--- config.mk ---
export PLATFORM = sky130hd
export DESIGN_NAME = mips_mc_main_control
export DESIGN_NICKNAME = d
export VERILOG_FILES = /design/src/rtl/mips_ctrl_pkg.sv /design/src/rtl/mips_mc_ctrl_decode.sv /design/src/rtl/mips_mc_main_control.sv
export SDC_FILE = /design/constraint.sdc
export NUM_CORES = 1
export LEC_CHECK = 0
export CORE_UTILIZATION = 40
export CTS_CLUSTER_DIAMETER = 30
export DETAILED_ROUTE_END_ITERATION = 10
export PLACE_DENSITY = 0.76
export SLEW_MARGIN = 20
export SYNTH_ARGS = -nofsm -noshare
export SYNTH_HDL_FRONTEND = slang
export SYNTH_SLANG_ARGS = --single-unit
--- constraint.sdc ---
create_clock -name clk -period 1.4 [get_ports clk]
set_input_delay 0.14 -clock clk [delete_from_list [all_inputs] [get_ports clk]]
set_output_delay 0.14 -clock clk [all_outputs]
set_load 0.1 [all_outputs]
--- src/rtl/mips_ctrl_pkg.sv ---
// mips_ctrl_pkg: opcodes, FSM state encodings and datapath select codes shared by the multi-cycle MIPS control
package mips_ctrl_pkg;

    localparam logic [5:0] OP_R    = 6'b000000;
    localparam logic [5:0] OP_LW   = 6'b100011;
    localparam logic [5:0] OP_SW   = 6'b101011;
    localparam logic [5:0] OP_BEQ  = 6'b000100;
    localparam logic [5:0] OP_J    = 6'b000010;
    localparam logic [5:0] OP_ADDI = 6'b001000;
    localparam logic [5:0] OP_ORI  = 6'b001101;

    localparam logic [1:0] ALU_ADD   = 2'b00;
    localparam logic [1:0] ALU_SUB   = 2'b01;
    localparam logic [1:0] ALU_FUNCT = 2'b10;
    localparam logic [1:0] ALU_ORI   = 2'b11;

    localparam logic [1:0] SRCB_B       = 2'b00;
    localparam logic [1:0] SRCB_FOUR    = 2'b01;
    localparam logic [1:0] SRCB_IMM     = 2'b10;
    localparam logic [1:0] SRCB_IMM_SH2 = 2'b11;

    localparam logic [1:0] PCS_ALU    = 2'b00;
    localparam logic [1:0] PCS_ALUOUT = 2'b01;
    localparam logic [1:0] PCS_JUMP   = 2'b10;
    localparam logic [1:0] PCS_REGA   = 2'b11;

    typedef enum logic [3:0] {
        S_RESET  = 4'd0,
        S_FETCH  = 4'd1,
        S_DECODE = 4'd2,
        S_MEMADR = 4'd3,
        S_MEMRD  = 4'd4,
        S_MEMWB  = 4'd5,
        S_MEMWR  = 4'd6,
        S_EXEC   = 4'd7,
        S_RWB    = 4'd8,
        S_BEQ    = 4'd9,
        S_JUMP   = 4'd10,
        S_ADDIEX = 4'd11,
        S_ORIEX  = 4'd12,
        S_IWB    = 4'd13,
        S_JR     = 4'd14
    } state_t;

    function automatic logic op_legal(input logic [5:0] op);
        return op inside {OP_R, OP_LW, OP_SW, OP_BEQ, OP_J, OP_ADDI, OP_ORI};
    endfunction

endpackage

--- src/rtl/mips_mc_ctrl_decode.sv ---
// mips_mc_ctrl_decode: combinational decode of FSM state (plus mem_ready, zero, op) into datapath controls
//   in : state, mem_ready, zero, op
//   out: pc_en, iord, mem_read, mem_write, ir_write, mdr_write, reg_dst, mem_to_reg, reg_write,
//        alu_src_a, alu_src_b, alu_op, pc_source, illegal_op
module mips_mc_ctrl_decode
    import mips_ctrl_pkg::*;
(
    input  state_t     state,
    input  logic       mem_ready,
    input  logic       zero,
    input  logic [5:0] op,
    output logic       pc_en,
    output logic       iord,
    output logic       mem_read,
    output logic       mem_write,
    output logic       ir_write,
    output logic       mdr_write,
    output logic       reg_dst,
    output logic       mem_to_reg,
    output logic       reg_write,
    output logic       alu_src_a,
    output logic [1:0] alu_src_b,
    output logic [1:0] alu_op,
    output logic [1:0] pc_source,
    output logic       illegal_op
);

    logic pc_write;
    logic pc_write_cond;

    always_comb begin
        iord          = 1'b0;
        mem_read      = 1'b0;
        mem_write     = 1'b0;
        ir_write      = 1'b0;
        mdr_write     = 1'b0;
        reg_dst       = 1'b0;
        mem_to_reg    = 1'b0;
        reg_write     = 1'b0;
        alu_src_a     = 1'b0;
        alu_src_b     = SRCB_B;
        alu_op        = ALU_ADD;
        pc_source     = PCS_ALU;
        illegal_op    = 1'b0;
        pc_write      = 1'b0;
        pc_write_cond = 1'b0;
        case (state)
            S_FETCH: begin
                // PC+4 and IR latch together on the single cycle the fetch completes
                mem_read  = 1'b1;
                alu_src_b = SRCB_FOUR;
                ir_write  = mem_ready;
                pc_write  = mem_ready;
            end
            S_DECODE: begin
                // speculative branch target lands in ALUOut for a possible BEQ
                alu_src_b  = SRCB_IMM_SH2;
                illegal_op = !op_legal(op);
            end
            S_MEMADR: begin
                alu_src_a = 1'b1;
                alu_src_b = SRCB_IMM;
            end
            S_MEMRD: begin
                mem_read  = 1'b1;
                iord      = 1'b1;
                mdr_write = mem_ready;
            end
            S_MEMWB: begin
                reg_write  = 1'b1;
                mem_to_reg = 1'b1;
            end
            S_MEMWR: begin
                mem_write = 1'b1;
                iord      = 1'b1;
            end
            S_EXEC: begin
                alu_src_a = 1'b1;
                alu_op    = ALU_FUNCT;
            end
            S_RWB: begin
                reg_write = 1'b1;
                reg_dst   = 1'b1;
            end
            S_BEQ: begin
                alu_src_a     = 1'b1;
                alu_op        = ALU_SUB;
                pc_write_cond = 1'b1;
                pc_source     = PCS_ALUOUT;
            end
            S_JUMP: begin
                pc_write  = 1'b1;
                pc_source = PCS_JUMP;
            end
            S_ADDIEX: begin
                alu_src_a = 1'b1;
                alu_src_b = SRCB_IMM;
            end
            S_ORIEX: begin
                alu_src_a = 1'b1;
                alu_src_b = SRCB_IMM;
                alu_op    = ALU_ORI;
            end
            S_IWB: reg_write = 1'b1;
            S_JR: begin
                pc_write  = 1'b1;
                pc_source = PCS_REGA;
            end
            default: ;
        endcase
    end

    assign pc_en = pc_write | (pc_write_cond & zero);

endmodule

--- src/rtl/mips_mc_main_control.sv ---
// mips_mc_main_control: multi-cycle MIPS32 main control FSM (state register + next-state logic)
//   in : clk, rst_n (sync, active-low), op, zero, jr, mem_ready
//   out: datapath controls from mips_mc_ctrl_decode, state_dbg (current state encoding)
module mips_mc_main_control
    import mips_ctrl_pkg::*;
#(
    parameter int STATE_W = 4
) (
    input  logic               clk,
    input  logic               rst_n,
    input  logic [5:0]         op,
    input  logic               zero,
    input  logic               jr,
    input  logic               mem_ready,
    output logic               pc_en,
    output logic               iord,
    output logic               mem_read,
    output logic               mem_write,
    output logic               ir_write,
    output logic               mdr_write,
    output logic               reg_dst,
    output logic               mem_to_reg,
    output logic               reg_write,
    output logic               alu_src_a,
    output logic [1:0]         alu_src_b,
    output logic [1:0]         alu_op,
    output logic [1:0]         pc_source,
    output logic               illegal_op,
    output logic [STATE_W-1:0] state_dbg
);

    state_t state_q;
    state_t state_d;

    always_ff @(posedge clk) begin
        if (!rst_n)
            state_q <= S_RESET;
        else
            state_q <= state_d;
    end

    always_comb begin
        state_d = state_q;
        case (state_q)
            S_RESET:  state_d = S_FETCH;
            S_FETCH:  state_d = mem_ready ? S_DECODE : S_FETCH;
            S_DECODE: begin
                case (op)
                    OP_LW, OP_SW: state_d = S_MEMADR;
                    OP_R:         state_d = S_EXEC;
                    OP_BEQ:       state_d = S_BEQ;
                    OP_J:         state_d = S_JUMP;
                    OP_ADDI:      state_d = S_ADDIEX;
                    OP_ORI:       state_d = S_ORIEX;
                    default:      state_d = S_FETCH;
                endcase
            end
            S_MEMADR: state_d = (op == OP_SW) ? S_MEMWR : S_MEMRD;
            S_MEMRD:  state_d = mem_ready ? S_MEMWB : S_MEMRD;
            S_MEMWR:  state_d = mem_ready ? S_FETCH : S_MEMWR;
            S_EXEC:   state_d = jr ? S_JR : S_RWB;
            S_ADDIEX: state_d = S_IWB;
            S_ORIEX:  state_d = S_IWB;
            // writeback, branch and jump states, plus the unused encoding, all return to fetch
            default:  state_d = S_FETCH;
        endcase
    end

    mips_mc_ctrl_decode u_decode (
        .state      (state_q),
        .mem_ready  (mem_ready),
        .zero       (zero),
        .op         (op),
        .pc_en      (pc_en),
        .iord       (iord),
        .mem_read   (mem_read),
        .mem_write  (mem_write),
        .ir_write   (ir_write),
        .mdr_write  (mdr_write),
        .reg_dst    (reg_dst),
        .mem_to_reg (mem_to_reg),
        .reg_write  (reg_write),
        .alu_src_a  (alu_src_a),
        .alu_src_b  (alu_src_b),
        .alu_op     (alu_op),
        .pc_source  (pc_source),
        .illegal_op (illegal_op)
    );

    assign state_dbg = STATE_W'(state_q);

endmodule

==> metrics.txt, run 1 <==
status did not finish; last step reached detailed placement (3_5_place_dp); tool error [ERROR DPL-0038] Utilization greater than 100%, impossible to legalize; multiplexer area fraction after synthesis 3.048%; top cells by count, synth nor2_1 (16), a21oi_1 (12); initial core utilization 43.10%; Async SR Flop Fraction 0%; Post-synth EDFFs 0; Yosys top cell area share 12.19%; synth unique cells 38; adder-cell share of the synthesized area 0%; synthesized area per cell 6.316 µm²; Main synth FF type dfxtp_1; Ys Warns 0; # port buffers 31; Rows 14; die height 42.53 µm; Synth Area in Compound Gates 31.62%; simple-gate portion of the synthesized area 41.52%; sequential cell area fraction in the yosys report 12.19%; largest family of logic cells by synthesized area simple AND/OR/NAND/NOR gates; top cells by area, synth dfxtp_1 (12%), a21oi_1 (9.1%), nor2_1 (9.1%); Boundary Pins 32; die width 42.53 µm; Synth Net Count 115; xor-xnor portion of the synthesized cell area 1.333%; area leader, netlist dfxtp_1; #FFs+latches synth 4; Cells after Synth 104; count leader, synth nor2_1; synthesized cell area 656.9 µm²; routability congestion estimate 0.8615
## stage by stage
stage | TNS, ns | hold slack [ns] | std cells | setup slack (ns)
2_1_floorplan | -3.531 | 0.2581 | 104 | -0.4708
3_3_place_gp | -0.6090 | 0.6469 | 173 | -0.1747
## cell families after synthesis
| family | after synthesis |
|---|---|
| and+or+nand+nor | 50 |
| xor gates and xnor gates | 1 |
| DFF | 4 |
| AOI/OAI and AO/OA | 32 |
| buffers and inverters | 15 |
| muxes | 2 |
==> run 2: changes to the inputs <==
Settings changed: CORE_AREA set to 2 2 63 65, CORE_UTILIZATION 40 to not set, CTS_CLUSTER_DIAMETER 30 to not set, DIE_AREA set to 0 0 65 67, PLACE_DENSITY 0.76 to not set, PLACE_DENSITY_LB_ADDON set to 0.15.
==> metrics.txt, run 2 <==
status finished, violations left; failing checks negative setup slack; synthesized cell area 656.9 µm²; routed vias 1082; Rows 22; grt ovf 0; commonest non-fill, non-tap cell in the layout buf_4; Crit-path slowest cell dfxtp_4; RSZ-0062 raised after global routing yes; Boundary Pins 32; Post-DP HPWL 2152 µm; die width 65 µm; number of max-cap violations 0; Vias/cell 4.664; Antenna Nets Post-Route 0; setup ws final -0.1602 ns; Yosys top cell area share 12.19%; Clock Pin Slew Worst Setup and Hold Paths 0.03 ns; antenna cells 0; Routed WL per cell 13.96 µm; share of cells above drive strength 1 71.74%; max FFs per register 4; CTS tree yes; crit-path max FO 5; routability congestion estimate 0.7563; Async SR Flop Fraction 0%; maximum vdd drop 164.5 µV; # nets final 197; Period minus WS final 1.560 ns; Ys Warns 0; final core utilization 56.42%; most frequent cells in the layout buf_4 (36), buf_12 (22), buf_6 (15), nor2_4 (13); CTS Buffer Depth 2; Layout area overhead 209.7%; pre-CTS setup slack -0.2803 ns; cell total after placement 205; Slew @ Worst Pin 0.2564 ns; area leader, netlist dfxtp_1; sequential cell area fraction in the yosys report 12.19%; Skew-Pair Late Insertion Delay 0.22 ns; crit-path cells buf_6 -> or2b_4 -> nor2_4 -> a21oi_2 -> nor2_4 -> buf_12; Post-Layout Cell Count 232; Root Buffer clkbuf_8; clk sinks 4; crit path DAT 1.42 ns; leakage power 0.8099 nW; crit path kind reg -> out; final routed DRC violation total 0; Final Hold Violating Endpoints 0; Critical Path Most Common Cell nor2_4; synth unique cells 38; Total GRT Usage 15.49%; initial antenna violation count 0; synthesized area per cell 6.316 µm²; initial core utilization 18.22%; vias in the first global route 1172; slowest stage delay, CP 0.37 ns; top cells by area, synth dfxtp_1 (12%), a21oi_1 (9.1%), nor2_1 (9.1%); Cells after Synth 104; Main synth FF type dfxtp_1; Core ar. 3606 µm²; die area 4355 µm²; Num CTS Buffers 3; Design Power 0.0007772 W; first-pass GRT wire length 5368 µm; Max transition margin 82.73%; Hold Crit Class in -> reg; Initial DRC Count 18; # setup viols final 15; top cells by count, synth nor2_1 (16), a21oi_1 (12); Synth Net Count 115; Post-Route WL 3238 µm; Post-synth EDFFs 0; Req. time, crit path 1.26 ns; Max Freq 641.0 MHz; largest net degree at the start of global routing 10; iteration count of the initial detailed-routing pass 6; CTS H-Tree Depth 1; die height 67 µm; Critical Path End Type output port; #FFs+latches synth 4; Worst setup SP type register; Slew Viols, Final 0; # port buffers 31; Pwr Density 382.0 nW/µm²; Fin Clk Skew 0.0008319 ns; crit share post-route 111.4%; count leader, synth nor2_1
## run 2: cell counts after synthesis
No cell type changed its count.
## run 2: final timing paths
check,to,depth (start not counted),slack [ns],start
hold reg to reg,state_dbg[1],2,0.63,state_dbg[3]
hold / removal,state_dbg[0],3,0.50,op[5]
setup / recovery,reg_write,6,-0.16,state_dbg[3]
setup reg to reg,state_dbg[0],5,0,state_dbg[0]
## run 2: timing repair
item | CTS | global route
setup buffers | 19 | 6
resized for setup | 43 | 21
pin swaps | 21 | 15
hold buffers | 0 | 0
setup endpoints to repair | 15 | 20
## run 2: through the flow
stage | hold WS (ns) | setup TNS (ns) | cell area, µm²
5_1_grt | 0.5254 | -1.782 | 2034
6_report | 0.4971 | -1.123 | 2034
3_3_place_gp | 0.5766 | -0.7456 | 1605
3_5_place_dp | 0.5726 | -0.9751 | 1605
4_1_cts | 0.5481 | -1.105 | 1918
2_1_floorplan | 0.2581 | -3.531 | 840.8
## run 2: cell families after synthesis
group	after synthesis	share of synthesized area, %
simple gates	50	41.53
compound gates	32	31.62
buf+inv	15	10.29
flops	4	12.19
mux	2	3.048
xor+xnor	1	1.334
## run 2: report_power, final
group          internal [W]  leakage (nW)  switching (W)
registers          0.000113        0.0355     0.00000775
logic              0.000186         0.753       0.000231
clock network      0.000183        0.0216      0.0000569
## run 2: final cells by class
type                            instances  area [µm²]
Sequential cell                         4       95.09
Inverter                                6       32.53
Tap cell                               48       60.06
Timing Repair Buffer                   86        1015
Multi-Input combinational cell         85       790.8
Fill cell                             310        1572
Clock buffer                            3       41.29
## run 2: worst max-delay path: cells and delay by family (launching register included)
family	cells	cell delay, ns
and+or+nand+nor	3	0.47
AOI/OAI and AO/OA	1	0.05
DFF	1	0.37
buffers and inverters	2	0.31
## run 2: routing by layer
layer  track usage [%]  part of all wire (%)  vias up
met4             5.319                   1.1        0
met2             29.25                    54       28
met1             18.13                    42      516
met3             1.351                   2.6        4
li1                  -                     -      534
met5                 0                     0        -
Power figures use the tool's default switching activity.
